===== config.mk =====
export PLATFORM = sky130hd
export DESIGN_NAME = sd_cmd_resp_rx
export DESIGN_NICKNAME = d
export VERILOG_FILES = /design/src/rtl/sd_cmd_resp_rx.sv
export SDC_FILE = /design/constraint.sdc
export NUM_CORES = 1
export LEC_CHECK = 0
export CORE_MARGIN = 2
export CORE_UTILIZATION = 45
export DETAILED_ROUTE_END_ITERATION = 7
export PLACE_DENSITY = 0.74
export SETUP_SLACK_MARGIN = 0.3
export SLEW_MARGIN = 20
export SYNTH_ARGS = -nofsm -noshare
export SYNTH_HDL_FRONTEND = slang
export SYNTH_SLANG_ARGS = --single-unit

===== constraint.sdc =====
create_clock -name clk -period 2.2 [get_ports clk]
set_input_delay 0.22 -clock clk [delete_from_list [all_inputs] [get_ports clk]]
set_output_delay 0.22 -clock clk [all_outputs]
set_load 0.03 [all_outputs]

===== src/rtl/sd_cmd_resp_rx.sv =====
// SD CMD-line response receiver: captures 48-bit or 136-bit responses and checks framing and CRC7.
// Optional build macro SD_RESP_INDEX_CHECK_EN adds a check of the command index on 48-bit responses.
module sd_cmd_resp_rx #(
  parameter int NCR_MAX = 64
) (
  input  logic         clk,
  input  logic         reset,
  input  logic         sd_clk_rise,
  input  logic         cmd_in,
  input  logic         arm,
  input  logic         resp_long,
  input  logic         crc_chk,
  input  logic [5:0]   exp_index,
  input  logic         abort,
  output logic         busy,
  output logic         resp_valid,
  output logic [135:0] resp_data,
  output logic         crc_err,
  output logic         frame_err,
  output logic         timeout,
  output logic         idx_err
);

  // Handshake: arm is a one-cycle request, accepted only in IDLE; resp_valid is a one-cycle
  // pulse with no back-pressure, and resp_data/flags stay stable until the next accepted arm.
  localparam int NC_W = $clog2(NCR_MAX + 1);
  localparam logic [NC_W-1:0] NC_LAST = NC_W'(NCR_MAX - 1);

  typedef enum logic [1:0] {
    S_IDLE,
    S_WAIT,
    S_RECV,
    S_DONE
  } state_t;

  state_t          state_q, state_d;
  logic            long_q, long_d;
  logic            chk_q, chk_d;
  logic [NC_W-1:0] nc_q, nc_d;
  logic [7:0]      bit_q, bit_d;
  logic [135:0]    data_q, data_d;
  logic [6:0]      crc_q, crc_d;
  logic            crc_err_q, crc_err_d;
  logic            frame_err_q, frame_err_d;
  logic            timeout_q, timeout_d;
  logic            idx_err_q, idx_err_d;

  logic [135:0]    shifted;
  logic [7:0]      bit_inc;
  logic [7:0]      frame_len;
  logic            crc_fb;
  logic [6:0]      crc_next;
  logic            in_crc;
  logic            frame_bad;
  logic            idx_bad;

`ifdef SD_RESP_INDEX_CHECK_EN
  logic [5:0]      idx_q, idx_d;
`else
  logic            unused_exp_index;
  assign unused_exp_index = ^exp_index;
`endif

  always_comb begin
    shifted   = {data_q[134:0], cmd_in};
    bit_inc   = bit_q + 8'd1;
    frame_len = long_q ? 8'd136 : 8'd48;
    crc_fb    = crc_q[6] ^ cmd_in;
    crc_next  = {crc_q[5:3], crc_q[2] ^ crc_fb, crc_q[1:0], crc_fb};
    // bit_q is the count of bits already received, so it maps to frame position len-1-bit_q
    in_crc    = long_q ? ((bit_q >= 8'd8) && (bit_q < 8'd128)) : (bit_q < 8'd40);
    if (long_q) begin
      frame_bad = shifted[134] | (shifted[133:128] != 6'h3F) | ~shifted[0];
    end else begin
      frame_bad = shifted[46] | ~shifted[0];
    end
`ifdef SD_RESP_INDEX_CHECK_EN
    idx_bad = ~long_q && (shifted[45:40] != idx_q);
`else
    idx_bad = 1'b0;
`endif
  end

  always_comb begin
    state_d     = state_q;
    long_d      = long_q;
    chk_d       = chk_q;
    nc_d        = nc_q;
    bit_d       = bit_q;
    data_d      = data_q;
    crc_d       = crc_q;
    crc_err_d   = crc_err_q;
    frame_err_d = frame_err_q;
    timeout_d   = timeout_q;
    idx_err_d   = idx_err_q;
`ifdef SD_RESP_INDEX_CHECK_EN
    idx_d       = idx_q;
`endif

    case (state_q)
      S_IDLE: begin
        if (arm) begin
          state_d     = S_WAIT;
          long_d      = resp_long;
          chk_d       = crc_chk;
          nc_d        = '0;
          bit_d       = '0;
          data_d      = '0;
          crc_d       = '0;
          crc_err_d   = 1'b0;
          frame_err_d = 1'b0;
          timeout_d   = 1'b0;
          idx_err_d   = 1'b0;
`ifdef SD_RESP_INDEX_CHECK_EN
          idx_d       = exp_index;
`endif
        end
      end
      S_WAIT: begin
        if (sd_clk_rise) begin
          if (!cmd_in) begin
            state_d = S_RECV;
            data_d  = shifted;
            bit_d   = 8'd1;
            if (in_crc) crc_d = crc_next;
          end else if (nc_q == NC_LAST) begin
            nc_d      = nc_q + 1'b1;
            state_d   = S_DONE;
            timeout_d = 1'b1;
          end else begin
            nc_d = nc_q + 1'b1;
          end
        end
      end
      S_RECV: begin
        if (sd_clk_rise) begin
          data_d = shifted;
          bit_d  = bit_inc;
          if (in_crc) crc_d = crc_next;
          if (bit_inc == frame_len) begin
            // the CRC register is complete: the trailing CRC/end bits are never fed into it
            state_d     = S_DONE;
            crc_err_d   = chk_q && (crc_q != shifted[7:1]);
            frame_err_d = frame_bad;
            idx_err_d   = idx_bad;
          end
        end
      end
      S_DONE: begin
        state_d = S_IDLE;
      end
      default: begin
        state_d = S_IDLE;
      end
    endcase

    if (abort) begin
      state_d     = S_IDLE;
      crc_err_d   = 1'b0;
      frame_err_d = 1'b0;
      timeout_d   = 1'b0;
      idx_err_d   = 1'b0;
    end
  end

  always_ff @(posedge clk) begin
    if (reset) begin
      state_q     <= S_IDLE;
      long_q      <= 1'b0;
      chk_q       <= 1'b0;
      nc_q        <= '0;
      bit_q       <= '0;
      data_q      <= '0;
      crc_q       <= '0;
      crc_err_q   <= 1'b0;
      frame_err_q <= 1'b0;
      timeout_q   <= 1'b0;
      idx_err_q   <= 1'b0;
`ifdef SD_RESP_INDEX_CHECK_EN
      idx_q       <= '0;
`endif
    end else begin
      state_q     <= state_d;
      long_q      <= long_d;
      chk_q       <= chk_d;
      nc_q        <= nc_d;
      bit_q       <= bit_d;
      data_q      <= data_d;
      crc_q       <= crc_d;
      crc_err_q   <= crc_err_d;
      frame_err_q <= frame_err_d;
      timeout_q   <= timeout_d;
      idx_err_q   <= idx_err_d;
`ifdef SD_RESP_INDEX_CHECK_EN
      idx_q       <= idx_d;
`endif
    end
  end

  assign busy       = (state_q == S_WAIT) || (state_q == S_RECV);
  assign resp_valid = (state_q == S_DONE);
  assign resp_data  = data_q;
  assign crc_err    = crc_err_q;
  assign frame_err  = frame_err_q;
  assign timeout    = timeout_q;
  assign idx_err    = idx_err_q;

endmodule

==> results.sh <==
export IMPL_status="finished, final reports clean"
export IMPL_start_util=0.4594
export IMPL_dr_pass1_iters=5
export IMPL_gr_total_overflow=0
export IMPL_grt_pass1_vias=5660
export IMPL_finalMaxSlewViolations=0
export IMPL_grt_start_max_net_pins=73
export IMPL_cts_buffers_inserted=17
export IMPL_critPathKind="flip-flop to flip-flop"
export IMPL_worst_skew_pair_late_latency_ps=430
export IMPL_drc=0
export IMPL_area_delta_synth_final_pct=49.29
export IMPL_dieArea_um2=15770
export IMPL_async_flop_share=0
export IMPL_crit_required_ps=2550
export IMPL_crit_fanout=5
export IMPL_drt_iter0_drc=506
export IMPL_worstSetupStartpointType="flip-flop"
export IMPL_cts_tree="built"
export IMPL_worstRegToRegCells=7
export IMPL_use_met2=0.3612
export IMPL_diodes=0
export IMPL_wl_per_cell_um=16.96
export IMPL_clkTransAtPathRegs_ps=60
export IMPL_r2r_slack_ps=70
export IMPL_synth_area_um2=6651
export IMPL_cap_violations=0
export IMPL_nFillCells=1143
export IMPL_crit_path_end_kind="flip-flop"
export IMPL_layout_drive_gt1_share=0.1748
export IMPL_fin_crit_ps=2133
export IMPL_via_per_inst=5.544
export IMPL_reg2reg_to="crc_err"
export IMPL_synthFlopType="dfxtp_1"
export IMPL_hp_class="input pin to flip-flop"
export IMPL_holdBufCountCts=0
export IMPL_startpoint="bit_q[0]"
export IMPL_htree_levels=4
export IMPL_dp_slack_ps=52.79
export IMPL_finalHoldViolCount=0
export IMPL_crit_path_cell_trace="ha_4, or3b_1, a21o_2, a2111oi_4, o21ai_2, mux2_4, nor3_2"
export IMPL_min_path_cells=2
export IMPL_fmax_mhz=468.7
export IMPL_dpl_hpwl_um=10390
export IMPL_root_buffer="clkbuf_16"
export IMPL_routed_wl_um=20100
export IMPL_synth_top_area_cell="dfxtp_1"
export IMPL_power_density_nw_per_um2=685.9
export IMPL_nNetsFinal=1011
export IMPL_fin_skew_ps=11.20
export IMPL_grt_busiest_layer="met2"
export IMPL_core_um2=14480
export IMPL_setup_tns_ps=0
export IMPL_ys_seq_area_frac=0.4966
export IMPL_grtUsageMet1=0.2926
export IMPL_track_usage=0.2242
export IMPL_die_w_um=125.6
export IMPL_core_rowCount=44
export IMPL_worst_slack_ps=66.60
export IMPL_synthDistinctLibCells=49
export IMPL_dieHeight_um=125.6
export IMPL_postSynthCellCount=835
export IMPL_arrival_ps=2480
export IMPL_io_pins=156
export IMPL_timing_final_crit_share=0.9697
export IMPL_ys_ff_latch=165
export IMPL_rsz0062_at_grt="yes"
export IMPL_synthDominantCellAreaShare=0.4966
export IMPL_cts_sinks=165
export IMPL_p_leak_uw=0.003227
export IMPL_synthTopCellsByCount="dfxtp_1, a21oi_1, nand2_1"
export IMPL_use_met3=0.06932
export IMPL_vias=6570
export IMPL_peakVddDrop_v=0.0004904
export IMPL_yosysMostFrequentCell="dfxtp_1"
export IMPL_yosys_top_cells_area="dfxtp_1, a21oi_1, nand3_1"
export IMPL_antenna_left=0
export IMPL_setup_violations_final=0
export IMPL_regToRegStartpoint="bit_q[0]"
export IMPL_gp_congestion=0.8731
export IMPL_cp_slowest_cell="a2111oi_4"
export IMPL_syn_avg_cell_area_um2=7.966
export IMPL_ys_warn_count=0
export IMPL_clk_path_buf_depth=2
export IMPL_syn_nets=856
export IMPL_antenna_found_initial=0
export IMPL_io_buffer_count=148
export IMPL_holdPathEnd="resp_data[39]"
export IMPL_synth_edf_count=0
export IMPL_hp_start="reset"
export IMPL_grt_pass1_wl_um=29070
export IMPL_critPathMaxStageDelay_ps=390
-- area by class of cell --
class	instances	area [um2]	share of cell area
Multi-Input combinational cell	588	3342	0.3366
Sequential cell	165	3321	0.3344
Timing Repair Buffer	210	2416	0.2433
Clock buffer	18	429.2	0.04322
Tap cell	184	230.2	0.02319
Clock inverter	12	156.4	0.01575
Inverter	8	35.03	0.003528
-- worst max-delay path by stage --
stage / slack [ps] / end
floorplan: 250 / crc_err
global placement: 120 / bit_q[5]
detailed placement: 50 / crc_err
CTS: 70 / state_q[0]
global route: 10 / crc_err
finish: 70 / crc_err
-- logic make-up (layout without fill, tap and decap cells) --
logic type      count (synthesis)  in the layout  share of synthesized area
simple gates                  375            375                     0.2626
compound gates                188            188                     0.1492
flops                         165            165                     0.4966
buf+inv                        82            248                    0.05436
xor+xnor                       13             13                    0.01712
fa+ha+maj                       7              7                    0.01317
mux                             4              4                   0.006396
other cells                     1              1                  0.0005638
-- state kept, by name (all words and copies together), names as in the netlist --
signal	count
state_q	2
nc_q	7
chk_q	1
bit_q	8
timeout	1
frame_err	1
crc_q	7
resp_data	136
long_q	1
crc_err	1
-- routing by layer --
layer  share of wire  wire, um  vias to the layer above
li1                -         -                     3185
met1            0.44      8795                     3165
met4           0.020       402                        0
met2            0.48      9642                      184
met3           0.063      1257                       36
met5               0         0                        -
-- per-stage QoR --
stage | total power, uW | hold WS [ps] | utilization | instances | cell area (um2)
2_1_floorplan | 3402 | 296.9 | - | 835 | 6726
3_3_place_gp | 3546 | 437.7 | 0.5754 | 1112 | 8330
3_5_place_dp | 3544 | 452.2 | 0.5754 | 1112 | 8330
4_1_cts | 6587 | 165.2 | 0.6301 | 1148 | 9123
5_1_grt | 7045 | 175.6 | 0.6858 | 1185 | 9930
6_report | 6811 | 180.2 | 0.6858 | 1185 | 9930
-- placed cells by master, fill, tap and decap left out, types with 5 or more instances in the layout --
| master | n |
|---|---|
| dfxtp_1 | 159 |
| a21oi_1 | 130 |
| buf_4 | 27 |
| nand3_1 | 131 |
| xor2_1 | 8 |
| a21oi_2 | 29 |
| nor2_1 | 17 |
| nand2b_1 | 7 |
| buf_6 | 7 |
| clkdlybuf4s50_1 | 145 |
| clkbuf_16 | 25 |
| buf_12 | 10 |
| nand2_1 | 155 |
| nand3b_1 | 7 |
| xnor2_1 | 5 |
| buf_16 | 8 |
| nand3_2 | 18 |
| or3_1 | 5 |
| inv_1 | 5 |
| nand4_1 | 9 |
| o21ai_0 | 13 |
-- what timing repair did --
action                                  4_1_cts  5_1_grt
gates resized for setup                       7       98
pin swaps                                     1       54
endpoints found under the setup margin      129      158
buffers inserted                              1       25
gates cloned                                  5       12
endpoints found under the hold margin         0        0
-- power breakdown --
group / total [uW] / switching [uW] / leakage (uW) / internal, uW
Sequential: 3000 / 8.66 / 0.00133 / 2990
Combinational: 838 / 478 / 0.00161 / 360
Clock: 2980 / 1200 / 0.000280 / 1780
-- worst max-delay path, delay by kind of cell, from the launching register on --
family / cells / cell delay (ps)
AO/OA/AOI/OAI: 3 / 740
AND/OR/NAND/NOR: 2 / 460
adder cells (fa/ha/maj): 1 / 160
multiplexers: 1 / 320
flip-flops: 1 / 370
Note: power is estimated with default switching activity, not from simulation.
